### src/rtl/switch_debounce_pkg.sv
// Constants shared by the switch front end, the blink logic and their benches.
// Holds channel count, debounce lengths and the counter width helper.
package switch_debounce_pkg;

  localparam int N_SW_DEFAULT               = 4;
  localparam int DEBOUNCE_CYCLES_12MHZ_10MS = 120000;
  localparam int DEBOUNCE_CYCLES_SIM        = 4;

  // Width needed to hold 0..cycles; a count of 1 still gets a 1-bit counter.
  function automatic int cnt_width(input int cycles);
    return (cycles < 1) ? 1 : $clog2(cycles + 1);
  endfunction

endpackage

### src/rtl/switch_debounce_channel.sv
// One switch channel: 2-flop synchroniser, disagreement counter, debounced level
// and press pulse; release pulse only when SW_RELEASE_PULSE_EN is defined.
module switch_debounce_channel
  import switch_debounce_pkg::*;
#(
  parameter int DEBOUNCE_CYCLES = DEBOUNCE_CYCLES_12MHZ_10MS
) (
  input  logic clk,
  input  logic rst_n,
  input  logic sw_raw,
  output logic sw_stable,
  output logic sw_press
`ifdef SW_RELEASE_PULSE_EN
  ,
  output logic sw_release
`endif
);

  localparam int              CNT_W   = cnt_width(DEBOUNCE_CYCLES);
  localparam logic [CNT_W-1:0] CNT_MAX = CNT_W'(DEBOUNCE_CYCLES - 1);

  logic             s1_q, s1_d;
  logic             s2_q, s2_d;
  logic [CNT_W-1:0] cnt_q, cnt_d;
  logic             stable_q, stable_d;
  logic             press_q, press_d;
`ifdef SW_RELEASE_PULSE_EN
  logic             release_q, release_d;
`endif

  always_comb begin
    s1_d     = sw_raw;
    s2_d     = s1_q;
    cnt_d    = cnt_q;
    stable_d = stable_q;
    press_d  = 1'b0;
`ifdef SW_RELEASE_PULSE_EN
    release_d = 1'b0;
`endif
    // Any agreement discards the running disagreement count.
    if (s2_q == stable_q) begin
      cnt_d = '0;
    end else if (cnt_q == CNT_MAX) begin
      cnt_d    = '0;
      stable_d = s2_q;
      press_d  = s2_q;
`ifdef SW_RELEASE_PULSE_EN
      release_d = ~s2_q;
`endif
    end else begin
      cnt_d = cnt_q + CNT_W'(1);
    end
  end

  always_ff @(posedge clk or negedge rst_n) begin
    if (!rst_n) begin
      s1_q      <= 1'b0;
      s2_q      <= 1'b0;
      cnt_q     <= '0;
      stable_q  <= 1'b0;
      press_q   <= 1'b0;
`ifdef SW_RELEASE_PULSE_EN
      release_q <= 1'b0;
`endif
    end else begin
      s1_q      <= s1_d;
      s2_q      <= s2_d;
      cnt_q     <= cnt_d;
      stable_q  <= stable_d;
      press_q   <= press_d;
`ifdef SW_RELEASE_PULSE_EN
      release_q <= release_d;
`endif
    end
  end

  assign sw_stable  = stable_q;
  assign sw_press   = press_q;
`ifdef SW_RELEASE_PULSE_EN
  assign sw_release = release_q;
`endif

endmodule

### src/rtl/switch_debounce.sv
// Push-button front end: N_SW independent debounce channels, wiring only.
// Define SW_RELEASE_PULSE_EN to add the sw_release pulse output.
module switch_debounce
  import switch_debounce_pkg::*;
#(
  parameter int N_SW            = N_SW_DEFAULT,
  parameter int DEBOUNCE_CYCLES = DEBOUNCE_CYCLES_12MHZ_10MS
) (
  input  logic            clk,
  input  logic            rst_n,
  input  logic [N_SW-1:0] sw_raw,
  output logic [N_SW-1:0] sw_stable,
  output logic [N_SW-1:0] sw_press
`ifdef SW_RELEASE_PULSE_EN
  ,
  output logic [N_SW-1:0] sw_release
`endif
);

  for (genvar i = 0; i < N_SW; i++) begin : g_ch
    switch_debounce_channel #(
      .DEBOUNCE_CYCLES(DEBOUNCE_CYCLES)
    ) u_ch (
      .clk       (clk),
      .rst_n     (rst_n),
      .sw_raw    (sw_raw[i]),
      .sw_stable (sw_stable[i]),
      .sw_press  (sw_press[i])
`ifdef SW_RELEASE_PULSE_EN
      ,
      .sw_release(sw_release[i])
`endif
    );
  end

endmodule

### config.mk
export PLATFORM = sky130hd
export DESIGN_NAME = switch_debounce
export DESIGN_NICKNAME = d
export VERILOG_FILES = /design/src/rtl/switch_debounce_pkg.sv /design/src/rtl/switch_debounce_channel.sv /design/src/rtl/switch_debounce.sv
export SDC_FILE = /design/constraint.sdc
export NUM_CORES = 1
export LEC_CHECK = 0
export ABC_CLOCK_PERIOD_IN_PS = 2100
export BUFFER_PORTS_ARGS = -buffer_cell sky130_fd_sc_hd__clkbuf_2
export CORE_MARGIN = 5
export CORE_UTILIZATION = 55
export DETAILED_ROUTE_END_ITERATION = 12
export PLACE_DENSITY = 0.69
export SYNTH_ARGS = -nofsm -noshare
export SYNTH_HDL_FRONTEND = slang
export SYNTH_SLANG_ARGS = --single-unit
### constraint.sdc
create_clock -name clk -period 2.1 [get_ports clk]
set_clock_uncertainty 0.2 [all_clocks]
set_input_delay 0.42 -clock clk [delete_from_list [all_inputs] [get_ports clk]]
set_output_delay 0.42 -clock clk [all_outputs]
set_load 0.005 [all_outputs]
==> impl_results.rst <==
.. list-table::
   :header-rows: 1

   * - Metric
     - Value
   * - Status
     - completed
   * - Cts bufs inserted
     - 9
   * - Peak supply drop
     - about 480 µV
   * - First-pass GRT wire length
     - 12.4 mm
   * - Height of the die
     - 94.6 µm
   * - Number of placed I/O pins
     - 14
   * - Std-Cell Rows
     - 30
   * - CTS tree
     - done
   * - Total Die Area
     - 8950 µm²
   * - Routability-driven placement congestion ratio
     - between 0.7 and 0.8
   * - Leakage dissipation
     - about 1.8 nW
   * - Critical path cell sequence
     - ha_1 -> nand4_1 -> or3_1 -> mux2_1
   * - Hold Vio Cnt, Final
     - 0
   * - Total number of H-tree levels
     - 3
   * - Cell count after synthesis
     - between 300 and 400
   * - Data arrival, critical path
     - 2.02 ns
   * - Overall via count from detail_route
     - 2698
   * - Iteration-0 DRC count of the detailed router
     - 63
   * - GR Overflow Total
     - 0
   * - Setup repair after global routing missed its margin
     - false
   * - Num Clock Sinks
     - 84
   * - Vias per std cell
     - 5.35
   * - Placeable core area
     - 6870 µm²
   * - Antenna violation net count after detailed routing
     - 0
   * - Fin Setup TNS
     - 0 ns
   * - FF+latch count, synth
     - 84
   * - Element type at the critical path start
     - flip-flop
   * - Mapped cell area
     - 3940 µm²
   * - Final critical delay including setup and external delays
     - 1.98 ns
   * - Distinct cells, synth
     - 32
   * - Switching power share of the total
     - 21.2%
   * - Switching power summed over all nets
     - 0.673 mW
   * - Comb pwr share
     - 3.9%
   * - Later-pin clock latency in the skew report
     - roughly 0.35 ns
   * - Max incr delay on CP
     - between 0.4 and 0.5 ns
   * - Top fanout value on the critical path
     - 8
   * - Tot GR Track Use
     - approximately 18%
   * - Crit-path slowest cell
     - sky130_fd_sc_hd__or3_1
   * - Area growth, synth to finish
     - 11.2%
   * - Die X
     - 94.6 µm
   * - Worst hold-check slack
     - ~0.16 ns
   * - WL/cell
     - ~13 µm
   * - Clock share of power
     - 43.5%
   * - Net count of the finished layout
     - a little over 400
   * - Slew at the pin closest to its max-slew limit
     - 0.398 ns
   * - Count of antenna diodes in the layout
     - 0
   * - Avg Inst Size Synth
     - 10.2 µm²
   * - Count of buffers inserted at the top-level ports
     - 13
   * - Number of cells in the design after placement
     - roughly 480
   * - Pre-CTS setup slack
     - 0.123 ns
   * - Internal Power
     - 2.51 mW
   * - Required time of the worst setup path
     - 2.14 ns
   * - Dominant delay contributor by cell family on the critical path
     - simple AND/OR/NAND/NOR gates
   * - HPWL after DPL
     - 4.62 mm
   * - Number of synthesis warnings
     - 0
   * - Final period util
     - 94.5%
   * - Pin count of the biggest net entering global routing
     - 43
   * - Share of flip-flops with an asynchronous set or reset
     - 100%
   * - Number of synthesized flops with an enable pin
     - 0
   * - Post-layout worst setup margin
     - 0.115 ns
   * - Routed wire length
     - 6.79 mm
   * - Buffers plus inverters on the worst setup path
     - 0
   * - Via count of the first global-routing pass
     - between 2000 and 3000
   * - Critical path class
     - reg2reg
   * - First-pass detailed-route iteration total
     - 4
   * - Reg power frac
     - 52.6%
   * - Starting density of the core
     - 57.3%
   * - Maximum clock frequency
     - a little over 500 MHz
   * - Seq/Total Area, Yosys
     - 53.4%
   * - Multi-input logic area
     - 1690 µm²
   * - Number of standard cells in the final layout excluding fillers
     - 504
   * - Headroom to the max-slew limit
     - between 70% and 80%
   * - Share of layout cells above drive strength 1
     - 10.5%
   * - Most used flip-flop cell after synthesis
     - sky130_fd_sc_hd__dfrtp_1
   * - Cells taking the most area after synthesis
     - sky130_fd_sc_hd__dfrtp_1, sky130_fd_sc_hd__xnor2_1, sky130_fd_sc_hd__nor2_1
   * - Final-report max-slew violation count
     - 0
   * - Clock transition at the registers of the reported paths
     - 0.08 ns
   * - Worst min path class
     - reg2reg
   * - Cell area power density
     - around 730 nW/µm²
   * - Max capacitance violation total
     - 0
   * - Cell type contributing the most total cell area after synthesis
     - sky130_fd_sc_hd__dfrtp_1
   * - Final routed DRC violation total
     - 0
   * - Filler cell count
     - 571
   * - Crit. End Element
     - flip-flop
   * - Antenna violations before repair
     - 0
   * - Synthesized net count
     - 396
   * - Root Driver
     - sky130_fd_sc_hd__clkbuf_8
   * - Sequential cell area
     - 2100 µm²
   * - Endpoints failing setup
     - 0
   * - Share of Yosys cell area claimed by the top area cell type
     - 53.4%
   * - Max Buffers Root-to-Sink
     - 2
[stage by stage]
step,area [µm²],power [mW],utilization [%]
floorplan,3940,1.76,-
global placement,4070,1.82,59.3
detailed placement,4070,1.82,59.3
CTS,4370,3.23,63.6
global route,4380,3.32,63.7
finish,4380,3.18,63.7
[sequential cells by signal (all words and copies together) (netlist names)]
| signal | count |
|---|---|
| g_ch.u_ch.sw_stable | 4 |
| g_ch.u_ch.cnt_q | 68 |
| g_ch.u_ch.s2_q | 4 |
| g_ch.u_ch.sw_press | 4 |
| g_ch.u_ch.s1_q | 4 |
[cell type report]
cell class / instances / share of cell area (%)
timing repair buffer: 23 / 3.83
inverter: 12 / 1.03
clock buffer: 10 / 3.14
multi-input combinational: 273 / 38.7
tap: 96 / 2.74
sequential: 84 / 48.0
clock inverter: 6 / 2.54
[layout by cell type, fill, tap and decap left out, types with 4 or more instances in the layout]
cell                            synthesis  routed
sky130_fd_sc_hd__buf_4                  9       5
sky130_fd_sc_hd__clkbuf_2               0      12
sky130_fd_sc_hd__clkbuf_8               0      10
sky130_fd_sc_hd__dfrtp_1               84      84
sky130_fd_sc_hd__dlygate4sd3_1          0       5
sky130_fd_sc_hd__ha_1                   4       4
sky130_fd_sc_hd__inv_1                 12      12
sky130_fd_sc_hd__nand2_1               14      14
sky130_fd_sc_hd__nand3_1               30      30
sky130_fd_sc_hd__nand4_1               21      21
sky130_fd_sc_hd__nor2_1                76      76
sky130_fd_sc_hd__nor3_1                11      11
sky130_fd_sc_hd__nor3b_1                6       6
sky130_fd_sc_hd__nor4_1                20      20
sky130_fd_sc_hd__or4_1                  4       4
sky130_fd_sc_hd__xnor2_1               44      44
sky130_fd_sc_hd__xor2_1                17      17
[logic make-up after synthesis]
logic type	synth area share [%]
AND/OR/NAND/NOR	25.0
flip-flops	53.4
XOR/XNOR	13.6
buffers and inverters	3.78
AO/OA/AOI/OAI	1.88
multiplexers	1.14
adder cells (fa/ha/maj)	1.27
[what timing repair did]
item	4_1_cts	5_1_grt
setup buffers	0	0
hold endpoints to repair	32	0
setup endpoints to repair	0	2
hold buffers	5	0
gates resized for setup	0	1
[routing by layer]
| metal | track usage [%] | wire length (µm) | up-vias |
|---|---|---|---|
| met1 | 22.8 | 3260 | 1296 |
| li1 | - | - | 1362 |
| met4 | 6.25 | 87 | 0 |
| met3 | 5.82 | 221 | 9 |
| met2 | 27.8 | 3210 | 31 |
| met5 | 0 | 0 | - |
[power by group through the flow]
| stage | sequential (mW) | combinational [mW] | clock, mW |
|---|---|---|---|
| CTS | 1.67 | 0.127 | 1.43 |
| detailed placement | 1.70 | 0.119 | 0 |
| global placement | 1.70 | 0.117 | 0 |
| finish | 1.67 | 0.125 | 1.38 |
| global route | 1.68 | 0.144 | 1.50 |
| floorplan | 1.70 | 0.0623 | 0 |
[worst paths after layout]
path | from | end | slack [ns] | depth (start not counted)
max | g_ch[1].u_ch.cnt_q[0] | g_ch[1].u_ch.sw_stable | 0.12 | 4
min | g_ch[1].u_ch.s1_q | g_ch[1].u_ch.s2_q | 0.16 | 0
max reg2reg | g_ch[1].u_ch.cnt_q[0] | g_ch[1].u_ch.sw_stable | 0.12 | 4
min reg2reg | g_ch[1].u_ch.s1_q | g_ch[1].u_ch.s2_q | 0.16 | 0
max in group asynchronous | rst_n | g_ch[1].u_ch.cnt_q[8] | 0.79 | 3
min in group asynchronous | rst_n | g_ch[2].u_ch.cnt_q[5] | 0.37 | 2
[synth_stat cells, types with 2 or more instances]
library cell,n
sky130_fd_sc_hd__nand4bb_1,2
sky130_fd_sc_hd__a31o_2,3
sky130_fd_sc_hd__mux2_2,3
sky130_fd_sc_hd__nor4_1,20
sky130_fd_sc_hd__nor2_1,76
sky130_fd_sc_hd__or3_1,2
sky130_fd_sc_hd__xor2_1,17
sky130_fd_sc_hd__clkbuf_1,2
sky130_fd_sc_hd__xnor2_1,44
sky130_fd_sc_hd__nor3b_1,6
sky130_fd_sc_hd__buf_4,9
sky130_fd_sc_hd__buf_2,5
sky130_fd_sc_hd__ha_1,4
sky130_fd_sc_hd__inv_1,12
sky130_fd_sc_hd__a21oi_1,3
sky130_fd_sc_hd__o31ai_1,2
sky130_fd_sc_hd__and4_1,3
sky130_fd_sc_hd__nand4_1,21
sky130_fd_sc_hd__dfrtp_1,84
sky130_fd_sc_hd__nand3_1,30
sky130_fd_sc_hd__nor3_1,11
sky130_fd_sc_hd__or4_1,4
sky130_fd_sc_hd__nand2_1,14
(Power assumes the default switching activity.)
